File: src/rtl/lsu_mem_if.sv
// Data-memory request/acknowledge bundle between the load/store controller and the data RAM.
// The controller uses the master side; the memory or its model uses the slave side.
interface lsu_mem_if #(
  parameter int WIDTH  = 32,
  parameter int ADDR_W = 9
);
  logic              mem_req;
  logic              mem_we;
  logic [ADDR_W-1:0] mem_addr;
  logic [3:0]        mem_be;
  logic [WIDTH-1:0]  mem_wdata;
  logic [WIDTH-1:0]  mem_rdata;
  logic              mem_ack;

  modport master (
    output mem_req, mem_we, mem_addr, mem_be, mem_wdata,
    input  mem_rdata, mem_ack
  );

  modport slave (
    input  mem_req, mem_we, mem_addr, mem_be, mem_wdata,
    output mem_rdata, mem_ack
  );
endinterface

File: src/rtl/lsu_mem_ctrl.sv
// Multi-cycle load/store controller: issues one memory request per access, stalls the core
// until the acknowledge arrives, and formats returned load data for writeback.
module lsu_mem_ctrl #(
  parameter int WIDTH  = 32,
  parameter int ADDR_W = 9
) (
  input  logic             clk,
  input  logic             rst_n,
  input  logic [6:0]       Opcode,
  input  logic [2:0]       Funct3,
  input  logic [WIDTH-1:0] addr,
  input  logic [WIDTH-1:0] store_data,
  lsu_mem_if.master        mem,
  output logic [WIDTH-1:0] data_mem,
  output logic             stall,
  output logic             err
);

  localparam logic [6:0] OP_LOAD  = 7'b0000011;
  localparam logic [6:0] OP_STORE = 7'b0100011;

  typedef enum logic [1:0] {IDLE, BUSY, DONE} state_t;

  state_t     state_q, state_d;
  logic       is_load, is_store, f3_ok, aligned;
  logic       access_ok, access_bad, start;
  logic [2:0] f3_q;
  logic [1:0] lane_q;
  logic       unused_addr_hi;

  assign unused_addr_hi = ^addr[WIDTH-1:ADDR_W+2];

  function automatic logic [3:0] store_be(input logic [2:0] f3, input logic [1:0] lane);
    case (f3)
      3'b000:  return 4'b0001 << lane;
      3'b001:  return 4'b0011 << lane;
      default: return 4'b1111;
    endcase
  endfunction

  function automatic logic [WIDTH-1:0] store_wdata(input logic [2:0] f3,
                                                   input logic [WIDTH-1:0] sd);
    case (f3)
      3'b000:  return {(WIDTH/8){sd[7:0]}};
      3'b001:  return {(WIDTH/16){sd[15:0]}};
      default: return sd;
    endcase
  endfunction

  function automatic logic [WIDTH-1:0] load_format(input logic [WIDTH-1:0] rd,
                                                   input logic [2:0] f3,
                                                   input logic [1:0] lane);
    logic signed [7:0]       sb;
    logic signed [15:0]      sh;
    logic signed [WIDTH-1:0] ext;
    sb  = rd[{lane, 3'b000} +: 8];
    sh  = rd[{lane[1], 4'b0000} +: 16];
    ext = rd;
    case (f3)
      3'b000: ext = WIDTH'(sb);
      3'b001: ext = WIDTH'(sh);
      3'b100: ext = {{(WIDTH-8){1'b0}}, sb};
      3'b101: ext = {{(WIDTH-16){1'b0}}, sh};
      default: ext = rd;
    endcase
    return ext;
  endfunction

  // Access legality: opcode class, size/sign code and natural alignment
  always_comb begin
    is_load  = (Opcode == OP_LOAD);
    is_store = (Opcode == OP_STORE);
    f3_ok    = 1'b0;
    if (is_load)
      f3_ok = Funct3 inside {3'b000, 3'b001, 3'b010, 3'b100, 3'b101};
    else if (is_store)
      f3_ok = Funct3 inside {3'b000, 3'b001, 3'b010};
    case (Funct3[1:0])
      2'b01:   aligned = ~addr[0];
      2'b10:   aligned = (addr[1:0] == 2'b00);
      default: aligned = 1'b1;
    endcase
    access_ok  = (is_load | is_store) & f3_ok & aligned;
    access_bad = (is_load | is_store) & ~access_ok;
  end

  always_comb begin
    state_d = state_q;
    stall   = 1'b0;
    start   = 1'b0;
    case (state_q)
      IDLE: begin
        if (access_ok) begin
          stall   = 1'b1;
          start   = 1'b1;
          state_d = BUSY;
        end
      end
      BUSY: begin
        stall = 1'b1;
        if (mem.mem_ack) state_d = DONE;
      end
      DONE:    state_d = IDLE;
      default: state_d = IDLE;
    endcase
  end

  always_ff @(posedge clk) begin
    if (!rst_n) state_q <= IDLE;
    else        state_q <= state_d;
  end

  // Request capture, acknowledge handling and load writeback register
  always_ff @(posedge clk) begin
    if (!rst_n) begin
      mem.mem_req   <= 1'b0;
      mem.mem_we    <= 1'b0;
      mem.mem_addr  <= '0;
      mem.mem_be    <= '0;
      mem.mem_wdata <= '0;
      f3_q          <= '0;
      lane_q        <= '0;
      data_mem      <= '0;
      err           <= 1'b0;
    end else begin
      err <= (state_q == IDLE) & access_bad;
      if (start) begin
        mem.mem_req   <= 1'b1;
        mem.mem_we    <= is_store;
        mem.mem_addr  <= addr[ADDR_W+1:2];
        mem.mem_be    <= is_store ? store_be(Funct3, addr[1:0]) : 4'b1111;
        mem.mem_wdata <= store_wdata(Funct3, store_data);
        f3_q          <= Funct3;
        lane_q        <= addr[1:0];
      end
      if (state_q == BUSY && mem.mem_ack) begin
        mem.mem_req <= 1'b0;
        if (!mem.mem_we) data_mem <= load_format(mem.mem_rdata, f3_q, lane_q);
      end
    end
  end

endmodule
File: src/flat_wrapper.sv
// flat-port wrapper written by rule: the top's interface ports become plain ports
module lsu_mem_ctrl_flat 
#(
  parameter int WIDTH  = 32,
  parameter int ADDR_W = 9
)
  (clk, rst_n, Opcode, Funct3, addr, store_data, data_mem, stall, err, mem_mem_req, mem_mem_we, mem_mem_addr, mem_mem_be, mem_mem_wdata, mem_mem_rdata, mem_mem_ack);
  lsu_mem_if #(.WIDTH(WIDTH), .ADDR_W(ADDR_W)) mem_i ();
  input  logic clk;
  input  logic rst_n;
  input  logic [6:0] Opcode;
  input  logic [2:0] Funct3;
  input  logic [WIDTH-1:0] addr;
  input  logic [WIDTH-1:0] store_data;
  output logic [WIDTH-1:0] data_mem;
  output logic stall;
  output logic err;
  output wire logic [$bits(mem_i.mem_req)-1:0] mem_mem_req;
  output wire logic [$bits(mem_i.mem_we)-1:0] mem_mem_we;
  output wire logic [$bits(mem_i.mem_addr)-1:0] mem_mem_addr;
  output wire logic [$bits(mem_i.mem_be)-1:0] mem_mem_be;
  output wire logic [$bits(mem_i.mem_wdata)-1:0] mem_mem_wdata;
  input wire logic [$bits(mem_i.mem_rdata)-1:0] mem_mem_rdata;
  input wire logic [$bits(mem_i.mem_ack)-1:0] mem_mem_ack;
  assign mem_mem_req = mem_i.mem_req;
  assign mem_mem_we = mem_i.mem_we;
  assign mem_mem_addr = mem_i.mem_addr;
  assign mem_mem_be = mem_i.mem_be;
  assign mem_mem_wdata = mem_i.mem_wdata;
  assign mem_i.mem_rdata = mem_mem_rdata;
  assign mem_i.mem_ack = mem_mem_ack;
  lsu_mem_ctrl #(.WIDTH(WIDTH), .ADDR_W(ADDR_W)) u_core (.clk(clk), .rst_n(rst_n), .Opcode(Opcode), .Funct3(Funct3), .addr(addr), .store_data(store_data), .mem(mem_i), .data_mem(data_mem), .stall(stall), .err(err));
endmodule
File: config.mk
export PLATFORM = sky130hd
export DESIGN_NAME = lsu_mem_ctrl_flat
export DESIGN_NICKNAME = d
export VERILOG_FILES = /design/src/rtl/lsu_mem_if.sv /design/src/rtl/lsu_mem_ctrl.sv /design/src/flat_wrapper.sv
export SDC_FILE = /design/constraint.sdc
export NUM_CORES = 1
export LEC_CHECK = 0
export ABC_AREA = 1
export CORE_MARGIN = 2
export CORE_UTILIZATION = 30
export CTS_CLUSTER_DIAMETER = 30
export DETAILED_ROUTE_END_ITERATION = 16
export SYNTH_ARGS = -nofsm -noshare
export SYNTH_HDL_FRONTEND = slang
export SYNTH_SLANG_ARGS = --single-unit
File: constraint.sdc
create_clock -name clk -period 3.4 [get_ports clk]
set_input_delay 0.68 -clock clk [delete_from_list [all_inputs] [get_ports clk]]
set_output_delay 0.68 -clock clk [all_outputs]
set_load 0.02 [all_outputs]
==> results.md <==
* Max H-tree Level at 3
* Clk_skew at 0.00935 ns
* Synth area leader: dfxtp_1
* Max Fclk at 330 MHz
* Layout cells sized above 1 at 7.63%
* Storage cell area at 1740 um2
* Clock power share at 41.8%
* Design area at 6570 um2
* Inserted Clock Buffers at 9
* Row cnt at 44
* Placer Congestion at between 0.8 and 0.9
* Comb power frac at 12.5%
* Clock transition at path regs at 0.06 ns
* Setup slack after layout at 0.371 ns
* PortBufs at 168
* Placement Setup Slack at 0.0255 ns
* Dpl hpwl at ~10000 um
* Die area at between 15000 and 20000 um2
* Core region area at 14600 um2
* Die extent in x at 127 um
* Critical Path Source: Funct3[0]
* Tightest Pin Transition at 0.821 ns
* Max-capacitance violation count at 0
* Yosys warns at 0
* Clock Path Buffers at 2
* Die height at 127 um
* Number of routed nets with antenna violations at 0
* Sequential fraction of design power at 45.7%
* Pin count of the biggest net entering global routing at 61
* Most used cell, CP: nand2_1
* Overall Power at 0.00225 W
* Hold Path Class: register to register
* DRC viols at 0
* Required time of the worst setup path at 2.72 ns
* Post-synth ARST share at 0%
* Ant diodes at 0
* CTS tree: done
* First-pass GRT wire length at about 24000 um
* Post-synthesis sequential area ratio at 38.5%
* Largest cells by area after synthesis: dfxtp_1 39%, a21oi_1 10%, o21ai_0 7.9%
* Final setup fails at 0
* Power density cells at 342 nW/um2
* Count leader, synth: nand2_1
* Syn nets at around 780
* Ys flop type: dfxtp_1
* FILL cells at between 1500 and 2000
* Synth top cells by count: 94 x nand2_1, 90 x a21oi_1, 89 x nor2_1
* Final worst path period need at 3.03 ns
* Vias per cell at 4.76
* CP max stage delay at 0.57 ns
* CP Launch Type: input port
* Drt wl/cell at 14.9 um
* Status: complete, no violations
* Post-placement cell count at 981
* Seq cells post-synth at 87
* Slowest-stage cell, CP: clkdlybuf4s50_1
* Cell Area, Synth at between 4000 and 5000 um2
* Number of synthesized flops with an enable pin at 0
* I/O pins at 190
* Worst Path Max Fanout at 3
* RSZ-0062 raised after global routing: no
* Cell breakdown of the critical path: clkdlybuf4s50_1 -> inv_1 -> ha_1 -> o21ai_4 -> nand2_1 -> nand2_2 -> nand2_4 -> nand4_4 -> nand2_1 -> dlymetal6s2s_1
* Drt pass-1 iters at 5
* Worst slew margin at 45.1%
* Vias in the first global route at roughly 4500
* Starting Density at 30.9%
* CP Class: input port to primary output
* Sw power at 0.000586 W
* Drt initial violations at 239
* Sink Count at a little under 90
* Vias at 4750
* Post-Synthesis Cells at 663
* Initial antenna violation count at 0
* CTS Root Cell: clkbuf_16
* Placed Area at around 6300 um2
* Final hold viol count at 0
* Pleak at 2.65 nW
* Post-synth top area share at 38.5%
* GRT overflow at 0
* Multi-input combinational cell area at 2290 um2
* Critical path arrival at 2.35 ns
* Switching part of the total at about a quarter
* Fin nets at 920
* CP bufs+invs at 3
* Total track usage at 18.5%
* Syn avg cell area at 6.82 um2
* Max VDD drop at 0.223 mV
* Family with the most delay on the worst path: buffers and inverters
* Slew Viols, Final at 0
* Clock Latency Late Sink at 0.35 ns
* Synth unique cells at 31
* Final worst-path cycle share at 89.1%
* Post-Layout Cell Count at 997
* Area Overhead vs Synth at 45.4%
* Internal power at 0.00166 W
* WL final at approximately 15000 um
* Critical R2R Launch: u_core.lane_q[1]
* Hold path start: u_core.mem.mem_req
* Critical Path End Type: primary output
* Post-Route Setup TNS at 0 ns
## what timing repair did
item | CTS | global route
gates resized for setup | 0 | 2
setup buffers | 0 | 0
hold buffers | 0 | 0
hold endpoints to repair | 0 | 0
setup endpoints to repair | 0 | 1
## worst register-to-register path: cells and delay by family, from the launching register on
| family | cells | cell delay (ns) |
|---|---|---|
| flip-flops | 1 | 0.80 |
| AND/OR/NAND/NOR | 3 | 0.70 |
| buffers and inverters | 2 | 0.25 |
| AO/OA/AOI/OAI | 3 | 0.49 |
## layer usage
layer	up-vias	GRT usage, %	wire, um
met3	11	5.69	1180
met4	0	5.62	183
met5	-	0	0
li1	2478	-	-
met2	140	29.3	6780
met1	2121	24.3	6740
## worst paths after layout
path | cells after the start | slack [ns] | end
setup reg to reg | 8 | 1.09 | u_core.data_mem[9]
setup / recovery | 10 | 0.37 | stall
hold reg to reg | 2 | 0.48 | u_core.mem.mem_req
hold / removal | 2 | 0.48 | u_core.mem.mem_req
## power groups by stage
| stage | Sequential, W | Clock, W | Combinational [W] |
|---|---|---|---|
| 2_1_floorplan | 0.00106 | 0 | 0.000117 |
| 5_1_grt | 0.00103 | 0.000999 | 0.000309 |
| 6_report | 0.00103 | 0.000940 | 0.000280 |
| 3_5_place_dp | 0.00105 | 0 | 0.000280 |
| 4_1_cts | 0.00103 | 0.000962 | 0.000282 |
| 3_3_place_gp | 0.00105 | 0 | 0.000282 |
## kinds of logic after synthesis
logic type | count (synthesis) | synth area share (%)
adder cells (fa/ha/maj) | 3 | 0.830
AND/OR/NAND/NOR | 238 | 23.2
flip-flops | 87 | 38.5
buffers and inverters | 114 | 11.2
AO/OA/AOI/OAI | 221 | 26.3
## layout make-up
class	count	area share, %
flip-flops and latches	87	26.5
inverters	67	3.83
clock inverters	7	0.742
repair buffers	181	27.2
clock buffers	9	3.43
multi-input cells	462	34.8
well taps	184	3.50
## state kept, by name (all words and copies together), names as in the netlist
signal / count
u_core.lane_q: 2
u_core.state_q: 2
u_core.mem.mem_addr: 9
u_core.mem.mem_be: 4
u_core.mem.mem_req: 1
u_core.mem.mem_wdata: 32
u_core.err: 1
u_core.f3_q: 3
u_core.mem.mem_we: 1
u_core.data_mem: 32
## per-stage QoR
step | utilization [%] | hold WS, ns
detailed placement | 43.0 | 0.460
global placement | 43.0 | 0.459
finish | 44.9 | 0.478
CTS | 44.9 | 0.476
global route | 44.9 | 0.504
floorplan | - | 0.476
## layout by cell type, fill, tap and decap left out, types with 2 or more instances in the layout
cell             netlist  layout
a21oi_1               90      90
a21oi_2                5       5
buf_4                  6      12
clkbuf_16              0       9
clkdlybuf4s50_1        0     166
clkinv_2               0       3
clkinv_4               0       2
dfxtp_1               87      87
ha_1                   3       2
inv_1                 61      61
inv_2                  6       6
nand2_1               94      94
nand2_2                4       4
nand2_4                2       2
nand3_1               30      30
nand3_2                4       4
nor2_1                89      87
nor2_2                 1       2
nor2_4                 2       3
nor3_1                 8       8
o211ai_1              18      18
o21ai_0               71      71
o21ai_1               34      34
(Power assumes the default switching activity.)
